--- src/rtl/mem_port_master.sv ---
// Single-word load/store initiator for one port of the two-port 16-bit memory.
// Define MEM_BURST_EN to enable two-word burst loads (addr, addr+1).
module mem_port_master #(
  parameter int ADDR_W    = 16,
  parameter int DATA_W    = 16,
  parameter int MEM_DEPTH = 65535
) (
  input  logic              i_clk,
  input  logic              i_reset,
  input  logic              i_req_valid,
  output logic              o_req_ready,
  input  logic              i_req_write,
  input  logic              i_req_burst,
  input  logic [ADDR_W-1:0] i_req_addr,
  input  logic [DATA_W-1:0] i_req_wdata,
  output logic              o_resp_valid,
  output logic [DATA_W-1:0] o_resp_data,
  output logic              o_wr_done,
  output logic              o_resp_err,
  output logic [ADDR_W-1:0] o_mem_A,
  output logic [DATA_W-1:0] o_mem_W,
  output logic              o_mem_write,
  output logic              o_mem_read,
  input  logic [DATA_W-1:0] i_mem_R
);

  typedef enum logic [2:0] {
    S_IDLE,
    S_ACCESS,
    S_WAIT,
    S_ACCESS2,
    S_WAIT2
  } state_t;

  localparam logic [ADDR_W:0] LP_DEPTH = (ADDR_W+1)'(MEM_DEPTH);

  state_t              r_state;
  logic                r_req_ready;
  logic                r_write;
  logic                r_resp_valid;
  logic                r_wr_done;
  logic                r_resp_err;
  logic                r_mem_write;
  logic                r_mem_read;
  logic [DATA_W-1:0]   r_resp_data;
  logic [DATA_W-1:0]   r_mem_W;
  logic [ADDR_W-1:0]   r_mem_A;

  logic                w_accept;
  logic                w_in_range;

  assign w_accept   = i_req_valid & r_req_ready;
  assign w_in_range = ({1'b0, i_req_addr} < LP_DEPTH);

`ifdef MEM_BURST_EN
  logic                r_burst;
  logic                r_skip;
  logic [ADDR_W:0]     w_next_addr;

  // One bit wider so addr+1 past the top of the address space is still detectable
  assign w_next_addr = {1'b0, r_mem_A} + (ADDR_W+1)'(1);
`else
  logic                w_unused_burst;

  assign w_unused_burst = i_req_burst;
`endif

  always_ff @(posedge i_clk) begin
    if (i_reset) begin
      r_state      <= S_IDLE;
      r_req_ready  <= 1'b1;
      r_write      <= 1'b0;
      r_resp_valid <= 1'b0;
      r_wr_done    <= 1'b0;
      r_resp_err   <= 1'b0;
      r_mem_write  <= 1'b0;
      r_mem_read   <= 1'b0;
      r_resp_data  <= '0;
      r_mem_W      <= '0;
      r_mem_A      <= '0;
`ifdef MEM_BURST_EN
      r_burst      <= 1'b0;
      r_skip       <= 1'b0;
`endif
    end else begin
      r_resp_valid <= 1'b0;
      r_wr_done    <= 1'b0;
      r_resp_err   <= 1'b0;
      r_mem_write  <= 1'b0;
      r_mem_read   <= 1'b0;
      case (r_state)
        S_IDLE: begin
          if (w_accept) begin
            r_write <= i_req_write;
            r_mem_A <= i_req_addr;
            r_mem_W <= i_req_wdata;
`ifdef MEM_BURST_EN
            r_burst <= i_req_burst & ~i_req_write;
            r_skip  <= 1'b0;
`endif
            // Out-of-range commands are answered from IDLE without touching the memory
            if (!w_in_range) begin
              r_resp_err <= 1'b1;
            end else begin
              r_state     <= S_ACCESS;
              r_req_ready <= 1'b0;
              r_mem_write <= i_req_write;
              r_mem_read  <= ~i_req_write;
            end
          end
        end
        S_ACCESS: begin
          if (r_write) begin
            r_wr_done   <= 1'b1;
            r_state     <= S_IDLE;
            r_req_ready <= 1'b1;
          end else begin
            r_state <= S_WAIT;
          end
        end
        S_WAIT: begin
          r_resp_data  <= i_mem_R;
          r_resp_valid <= 1'b1;
`ifdef MEM_BURST_EN
          if (r_burst) begin
            r_state <= S_ACCESS2;
            if (w_next_addr >= LP_DEPTH) begin
              r_skip <= 1'b1;
            end else begin
              r_mem_A    <= w_next_addr[ADDR_W-1:0];
              r_mem_read <= 1'b1;
            end
          end else begin
            r_state     <= S_IDLE;
            r_req_ready <= 1'b1;
          end
`else
          r_state     <= S_IDLE;
          r_req_ready <= 1'b1;
`endif
        end
`ifdef MEM_BURST_EN
        S_ACCESS2: begin
          r_state <= S_WAIT2;
        end
        S_WAIT2: begin
          // A skipped second beat reports an error in the slot its data would have used
          if (r_skip) begin
            r_resp_err <= 1'b1;
          end else begin
            r_resp_data  <= i_mem_R;
            r_resp_valid <= 1'b1;
          end
          r_state     <= S_IDLE;
          r_req_ready <= 1'b1;
        end
`endif
        default: begin
          r_state     <= S_IDLE;
          r_req_ready <= 1'b1;
        end
      endcase
    end
  end

  assign o_req_ready  = r_req_ready;
  assign o_resp_valid = r_resp_valid;
  assign o_resp_data  = r_resp_data;
  assign o_wr_done    = r_wr_done;
  assign o_resp_err   = r_resp_err;
  assign o_mem_A      = r_mem_A;
  assign o_mem_W      = r_mem_W;
  assign o_mem_write  = r_mem_write;
  assign o_mem_read   = r_mem_read;

endmodule

--- config.mk ---
export PLATFORM = sky130hd
export DESIGN_NAME = mem_port_master
export DESIGN_NICKNAME = d
export VERILOG_FILES = /design/src/rtl/mem_port_master.sv
export SDC_FILE = /design/constraint.sdc
export NUM_CORES = 1
export LEC_CHECK = 0
export CAP_MARGIN = 5
export CORE_MARGIN = 2
export CORE_UTILIZATION = 41
export DETAILED_ROUTE_END_ITERATION = 8
export PLACE_DENSITY = 0.87
export SLEW_MARGIN = 5
export SYNTH_ARGS = -nofsm -noshare
export SYNTH_HDL_FRONTEND = slang
export SYNTH_SLANG_ARGS = --single-unit
--- constraint.sdc ---
create_clock -name i_clk -period 2.35 [get_ports i_clk]
set_clock_uncertainty 0.1 [all_clocks]
set_input_delay 0.3525 -clock i_clk [delete_from_list [all_inputs] [get_ports i_clk]]
set_output_delay 0.3525 -clock i_clk [all_outputs]
set_load 0.005 [all_outputs]
Word-level counts from Yosys, hierarchy flattened
Index checks and enable logic that the tools add are counted.
Operators by class
  $lt $le $gt $ge: 1
  equal/unequal tests: 5
  multiplexer cells: 11
  bitwise operators: 6
  reduce and logical (&&, ||, !) cells: 7
Operator list (count)
  16-bit < comparator, second input constant: 1
  1-bit 2-to-1 mux: 6
  3-bit 2-to-1 mux: 2
  2-bit inequality test, second input constant: 3
  3-bit one-hot mux with 2 select lines: 1
  1-bit NOT: 5
  2-bit AND reduction: 2
  4-bit OR reduction: 1
  3-bit by 1-bit == test with 1-bit output, second input constant: 1
  3-bit by 2-bit == test with 1-bit output, second input constant: 1
  3-bit zero test: 1
  3-bit AND reduction: 1
  3-bit OR reduction: 1
  2-bit 2-to-1 mux: 1
  1-bit one-hot mux with 2 select lines: 1
  2-bit OR reduction: 1
  1-bit AND: 1
Storage, ports and cells
  register bits after elaboration: 58
  input port bits: 53
  output and inout bits: 54
  word-level logic and storage cells: 41

Logic depth before layout (Yosys ltp)
Gate-level depths: netlist (run 1).
  depth in word-level cells: 4
  gate-level depth with buffers: 5
  mapped depth without buffers: 3

Worst setup path after synthesis (run 1)
No wires, ideal clock.
  path kind: input-to-reg
  start point: input i_reset
  end point: register r_mem_write, in the netlist o_mem_write
  library setup time: 72 ps
  arrival: 1330 ps
  required time: 2178 ps
  path slack: 848 ps
  stages on the path: 4
  buffers on the path: 1
  cells stage by stage: buf_6 -> or4b_1 -> or2_4 -> nor3b_2
Between the ends
  word-level cells in the longest chain between the ends: 1
RTL lines
  start, declared: RTL line 9  | input logic i_reset,
  4-bit OR reduction (no line)
  end signal, assigned: RTL line 107  | r_mem_write <= i_req_write;
  end, declared: RTL line 43  | logic r_mem_write;
Every way passes these cells.
A chain may end at the register's enable or synchronous reset.

Worst setup path in the final report (run 1)
  start point: register r_req_ready, in the netlist o_req_ready
  end point: output o_req_ready
RTL lines
  start, declared: RTL line 38  | logic r_req_ready;
  start signal, assigned: RTL line 71  | r_req_ready <= 1'b1;
  start signal, assigned: RTL line 106  | r_req_ready <= 1'b0;
  start signal, assigned: RTL line 116  | r_req_ready <= 1'b1;
  end, declared: RTL line 11  | output logic o_req_ready,
No word-level cell between the ends.

==> results of run 1 <==
## layout by cell type (no fill, tap or decap)
cell / netlist / layout
a21oi_1: 49 / 49
a2bb2oi_1: 1 / 1
buf_2: 6 / 1
buf_4: 0 / 6
clkbuf_1: 11 / 3
clkbuf_8: 0 / 11
clkdlybuf4s50_1: 0 / 104
dfxtp_1: 57 / 57
inv_1: 1 / 1
nand2_1: 99 / 99
nand4_1: 4 / 4
nand4bb_1: 1 / 1
nor2_1: 2 / 2
nor2b_1: 2 / 2
nor3_1: 2 / 2
nor3_2: 1 / 1
nor3b_2: 1 / 1
nor4_2: 1 / 1
nor4b_1: 1 / 1
nor4bb_4: 0 / 1
or2_4: 1 / 1
or2b_1: 1 / 1
or4b_1: 1 / 1
## area by class of cell
type | count | share of cell area [%]
inverters | 1 | 0.115
repair buffers | 111 | 33.4
clock buffers | 14 | 4.98
flip-flops and latches | 57 | 34.9
well taps | 67 | 2.56
multi-input cells | 168 | 24.1
## worst paths after layout
kind              cells past startpoint   startpoint     endpoint
setup reg to reg                      3   r_state[1]  o_mem_write
hold / removal                        3      i_reset  o_req_ready
hold reg to reg                       1      r_write   r_state[1]
setup / recovery                      1  o_req_ready  o_req_ready
## flip-flops by register name, summed over array words and instances (netlist names)
signal        flops
o_resp_valid      1
o_resp_data      16
o_mem_A          16
o_wr_done         1
o_resp_err        1
o_req_ready       1
r_write           1
o_mem_W          16
o_mem_read        1
r_state           2
o_mem_write       1
## worst min-delay path, cell delays in order
cell and delay (ns):
buf_2 0.09, or4b_1 0.12, a2bb2oi_1 0.15
## metal layers
layer | track usage, % | routed length (um)
met5 | 0 | 0
met4 | 10.3 | 97
met3 | 7.68 | 434
met2 | 32.9 | 2460
met1 | 21.3 | 2100
## power breakdown
| group | internal [uW] | total [uW] | switching [uW] | leakage [uW] |
|---|---|---|---|---|
| combinational | 209 | 345 | 136 | 0.000620 |
| sequential | 1020 | 1050 | 30.9 | 0.000465 |
| clock | 430 | 757 | 328 | 0.0000826 |
| total | 1660 | 2150 | 495 | 0.00117 |
## cells by family (layout without fill, tap and decap cells)
kind of cell / count (synthesis) / after routing / synth area share (%)
DFF: 57 / 57 / 57.1
buffers and inverters: 19 / 126 / 4.32
and+or+nand+nor: 118 / 118 / 25.9
AOI/OAI and AO/OA: 50 / 50 / 12.7
## synth_stat cells (2+ instances only)
library cell / instances
dfxtp_1: 57
nand4_1: 4
nor2_1: 2
clkbuf_1: 11
a21oi_1: 49
nand2_1: 99
nor3_1: 2
nor2b_1: 2
buf_2: 6
## per-stage QoR
stage / power (uW) / area, um2
after global placement: 1410 / 3110
after detailed placement: 1420 / 3110
after global routing: 2260 / 3270
after CTS: 2190 / 3270
after floorplan: 1200 / 2000
final: 2150 / 3270
==> flow_summary_export.csv, run 1 <==
group,metric,value,unit
layout,drive_gt1_share,6.55,%
routing,drc,0,
clock_network,tritoncts,"yes",
sta,finalMaxSlewViolations,0,
setup_path,path_cells,"clkdlybuf4s50_1",
min_path,hold_class,"in -> reg",
run,cap_viol_max_count,0,
power_and_ir_drop,p_per_area,659,nW/um2
status,outcome,"completed",
global_route,grt_pass1_vias,1836,
placed_design,dp_slack,0.441,ns
sta,post-route-period-util,73.0,%
sta,rsz0062_at_grt,"no",
layout,nets,401,
layout,multiInputGateArea,787,um2
routing,drt-pass1-iter-count,5,
synth,synth_edf_count,0,
setup_path,worstSetupPathType,"reg -> out",
sta,min_period,1.72,ns
clock_network,cts_sinks,57,
setup_path,slowest_delay,0.55,ns
floorplanning,chipHeight,73.8,um
placed_design,port_buffers,105,
floorplanning,ios,107,
layout,area_delta_synth_final,63.5,%
power_and_ir_drop,ir_drop,445,uV
clock_network,clock_latency,0.32,ns
setup_path,start_kind,"flip-flop",
synth,synthCells,244,
routing,post_drt_wl_per_cell,12.2,um
synth,syn_avg_cell_area,8.19,um2
placed_design,dp_cells,404,
global_route,gr-total-overflow,0,
floorplanning,initial_utilization,42.3,%
layout,n_fill_cell,402,
floorplanning,core-area,4720,um2
setup_path,critPathRequiredTime,1.90,ns
routing,vias_per_cell,4.71,
synth,synth_area_leaders,"dfxtp_1 (57%), nand2_1 (19%), a21oi_1 (12%)",
sta,tightest_slew,0.578,ns
synth,synth_warnings,0,
clock_network,ctsRootBufferMaster,"clkbuf_8",
clock_network,ctsHtreeMaxLevel,3,
synth,synth_cell_types,21,
synth,ys.flop_type,"dfxtp_1",
clock_network,clkTransAtPathRegs,0.06,ns
layout,fin_cells,418,
global_route,grt_pass1_wl,8.09,mm
sta,max_freq,0.583,GHz
sta,slew_headroom,61.1,%
routing,first_iter_violations,72,
sta,hold_ws,0.328,ns
synth,synth-async-reset-ratio,0,%
routing,via_count,1970,
placed_design,place_hpwl,3.65,mm
clock_network,numCtsBuffers,9,
synth,synth_seq_cells,57,
placed_design,place.gp.congestion,0.744,
global_route,grt_usage,19.7,%
layout,seq_area,1140,um2
routing,ant_nets,0,
sta,tns,0,ns
power_and_ir_drop,p_leak,0.00117,uW
setup_path,cp_slowest_cell,"clkdlybuf4s50_1",
global_route,antenna_found_initial,0,
floorplanning,fp.dieArea,5450,um2
synth,ys_seq_area_share,57.1,%
floorplanning,num_rows,25,
sta,finalSetupViolCount,0,
clock_network,post_cts_buffers,0,
clock_network,cts_resized,0,
floorplanning,die_width,73.8,um
synth,yosysTopAreaCell,"dfxtp_1",
setup_path,cp_num_buf_inv,1,
setup_path,critPathCaptureType,"primary output",
setup_path,crit_path_max_fanout,5,
clock_network,clockBufferDepth,2,
setup_path,reg2reg_setup_slack,0.81,ns
global_route,grt_start_max_net_pins,54,
setup_path,cp_top_family,"buffers and inverters",
routing,drt-total-wl,5.09,mm
sta,worst_slack,0.635,ns
layout,final_util,69.2,%
synth,synth_top_area_share,57.1,%
sta,hold_viol,0,
synth,synth_area,2000,um2
synth,syn_nets,297,
layout,diodes,0,
setup_path,cp.arrival,1.26,ns
clock_network,ctsHoldBuffers,0,
Power figures use the tool's default switching activity.
==> run 2, diff against run 1 <==
Settings changed: CORE_UTILIZATION 41 to 38, PLACE_DENSITY 0.87 to 0.81.
Clock period 2.35 ns to 1.6 ns, I/O delays scaled along.
==> flow_summary_export.csv, run 2 (synthesis results as in run 1) <==
group,metric,value,unit
status,outcome,"completed",
setup_path,worstSetupPathType,"reg -> out",
floorplanning,chipHeight,76.5,um
setup_path,r2r-end,"o_mem_write",
floorplanning,ios,107,
global_route,met2_usage,29.6,%
setup_path,crit_path_max_fanout,2,
clock_network,clock_latency,0.32,ns
layout,multiInputGateArea,787,um2
setup_path,timing.rr.start,"r_state[1]",
power_and_ir_drop,pwr-share-seq,48.0,%
sta,slew_headroom,64.7,%
layout,drive_gt1_share,8.40,%
run,cap_viol_max_count,0,
clock_network,ctsRootBufferMaster,"clkbuf_8",
global_route,grt_pass1_wl,8.65,mm
setup_path,cp.arrival,1.17,ns
routing,ant_nets,0,
setup_path,slowest_delay,0.51,ns
setup_path,cp_top_family,"buffers and inverters",
floorplanning,die_width,76.5,um
global_route,met3_usage,8.06,%
min_path,holdPathEnd,"o_req_ready",
sta,finalSetupViolCount,0,
routing,post_drt_wl_per_cell,12.1,um
global_route,antenna_found_initial,0,
sta,rsz0062_at_grt,"no",
min_path,min_from,"i_reset",
routing,vias_per_cell,4.66,
power_and_ir_drop,intPower,2460,uW
setup_path,cp_num_buf_inv,1,
layout,nets,407,
global_route,gr-total-overflow,0,
global_route,grt_util_met1,21.0,%
placed_design,port_buffers,105,
power_and_ir_drop,p_per_area,958,nW/um2
clock_network,post_cts_buffers,0,
min_path,holdPathStages,3,
layout,final_common_cell,"clkdlybuf4s50_1",
floorplanning,core-area,5110,um2
sta,finalMaxSlewViolations,0,
layout,final_area,3350,um2
clock_network,numCtsBuffers,9,
clock_network,ctsHtreeMaxLevel,3,
sta,tightest_slew,0.530,ns
routing,first_iter_violations,70,
setup_path,start_kind,"flip-flop",
placed_design,place_hpwl,3.69,mm
clock_network,ctsHoldBuffers,0,
global_route,grt.busiest_layer,"met2",
min_path,hold_class,"in -> reg",
power_and_ir_drop,p_clk_share,35.4,%
clock_network,clkTransAtPathRegs,0.06,ns
sta,min_period,1.51,ns
setup_path,path_cells,"clkdlybuf4s50_1",
floorplanning,initial_utilization,39.1,%
routing,via_count,1988,
placed_design,dpl_cell_area,3180,um2
clock_network,cts_sinks,57,
placed_design,place.gp.congestion,0.720,
layout,seq_area,1140,um2
power_and_ir_drop,switching_power,753,uW
power_and_ir_drop,p_leak,0.00121,uW
power_and_ir_drop,switching_share,23.4,%
setup_path,reg2reg_setup_slack,0.13,ns
sta,max_freq,0.662,GHz
setup_path,critPathCaptureType,"primary output",
clock_network,tritoncts,"yes",
setup_path,cp_slowest_cell,"clkdlybuf4s50_1",
global_route,grt_usage,18.3,%
routing,drt-total-wl,5.19,mm
setup_path,r2r_cells,3,
sta,hold_viol,0,
layout,final_cell_mix,"clkdlybuf4s50_1 (103), nand2_1 (99), dfxtp_1 (56)",
floorplanning,fp.dieArea,5860,um2
floorplanning,num_rows,26,
global_route,grt_pass1_vias,1906,
setup_path,critPathRequiredTime,1.26,ns
layout,area_delta_synth_final,67.6,%
routing,drt-pass1-iter-count,4,
global_route,grt_start_max_net_pins,54,
power_and_ir_drop,p_total,3210,uW
clock_network,clockBufferDepth,2,
sta,post-route-period-util,94.5,%
layout,diodes,0,
power_and_ir_drop,ir_drop,633,uV
power_and_ir_drop,comb_power_share,16.6,%
layout,n_fill_cell,471,
routing,drc,0,
run 2: layout make-up:
type / instances / area share [%]
well taps: 70 / 2.61
flip-flops and latches: 57 / 34.1
repair buffers: 117 / 34.8
multi-input cells: 168 / 23.5
inverters: 1 / 0.112
clock buffers: 14 / 4.85
run 2: worst max path at each step:
stage              startpoint             end  slack, ns  depth (start not counted)
6_report       o_resp_data[8]  o_resp_data[8]       0.09                          1
5_1_grt            r_state[1]      o_mem_W[7]       0.02                          5
4_1_cts           o_req_ready     o_req_ready       0.02                          1
3_5_place_dp      i_req_valid     o_mem_write      -0.20                          4
3_3_place_gp      i_req_valid     o_mem_write      -0.18                          4
2_1_floorplan      r_state[1]     o_mem_write       0.17                          3
run 2: metrics by stage:
stage / worst slack [ns] / setup TNS, ns / hold slack (ns) / utilization [%] / std cells
after detailed placement: -0.205 / -4.38 / 0.339 / 62.3 / 413
final: 0.0885 / 0 / 0.220 / 65.6 / 427
after global placement: -0.183 / -2.50 / 0.334 / 62.3 / 413
after global routing: 0.0169 / 0 / 0.251 / 65.6 / 427
after floorplan: 0.172 / 0 / 0.210 / - / 244
after CTS: 0.0160 / 0 / 0.216 / 65.5 / 427
run 2: per-layer routing:
layer  up-vias  routed length [um]
li1       1013                   -
met1       902                2140
met2        67                2570
met3         6                 430
met4         0                  44
met5         -                   0
run 2: timing repair:
action,4_1_cts,5_1_grt
cloned,0,0
gates resized for setup,1,2
pin swaps,0,0
setup endpoints to repair,1,5
run 2: power by group through the flow:
stage	clock network (uW)	registers, uW	logic, uW
floorplan	0	1580	179
global placement	0	1570	529
detailed placement	0	1570	535
CTS	1160	1540	538
global route	1240	1550	585
finish	1140	1540	533
run 2: tightest hold or removal path, stage by stage:
cell and delay (ns):
buf_2 0.09, or4b_1 0.12, a2bb2oi_1 0.15
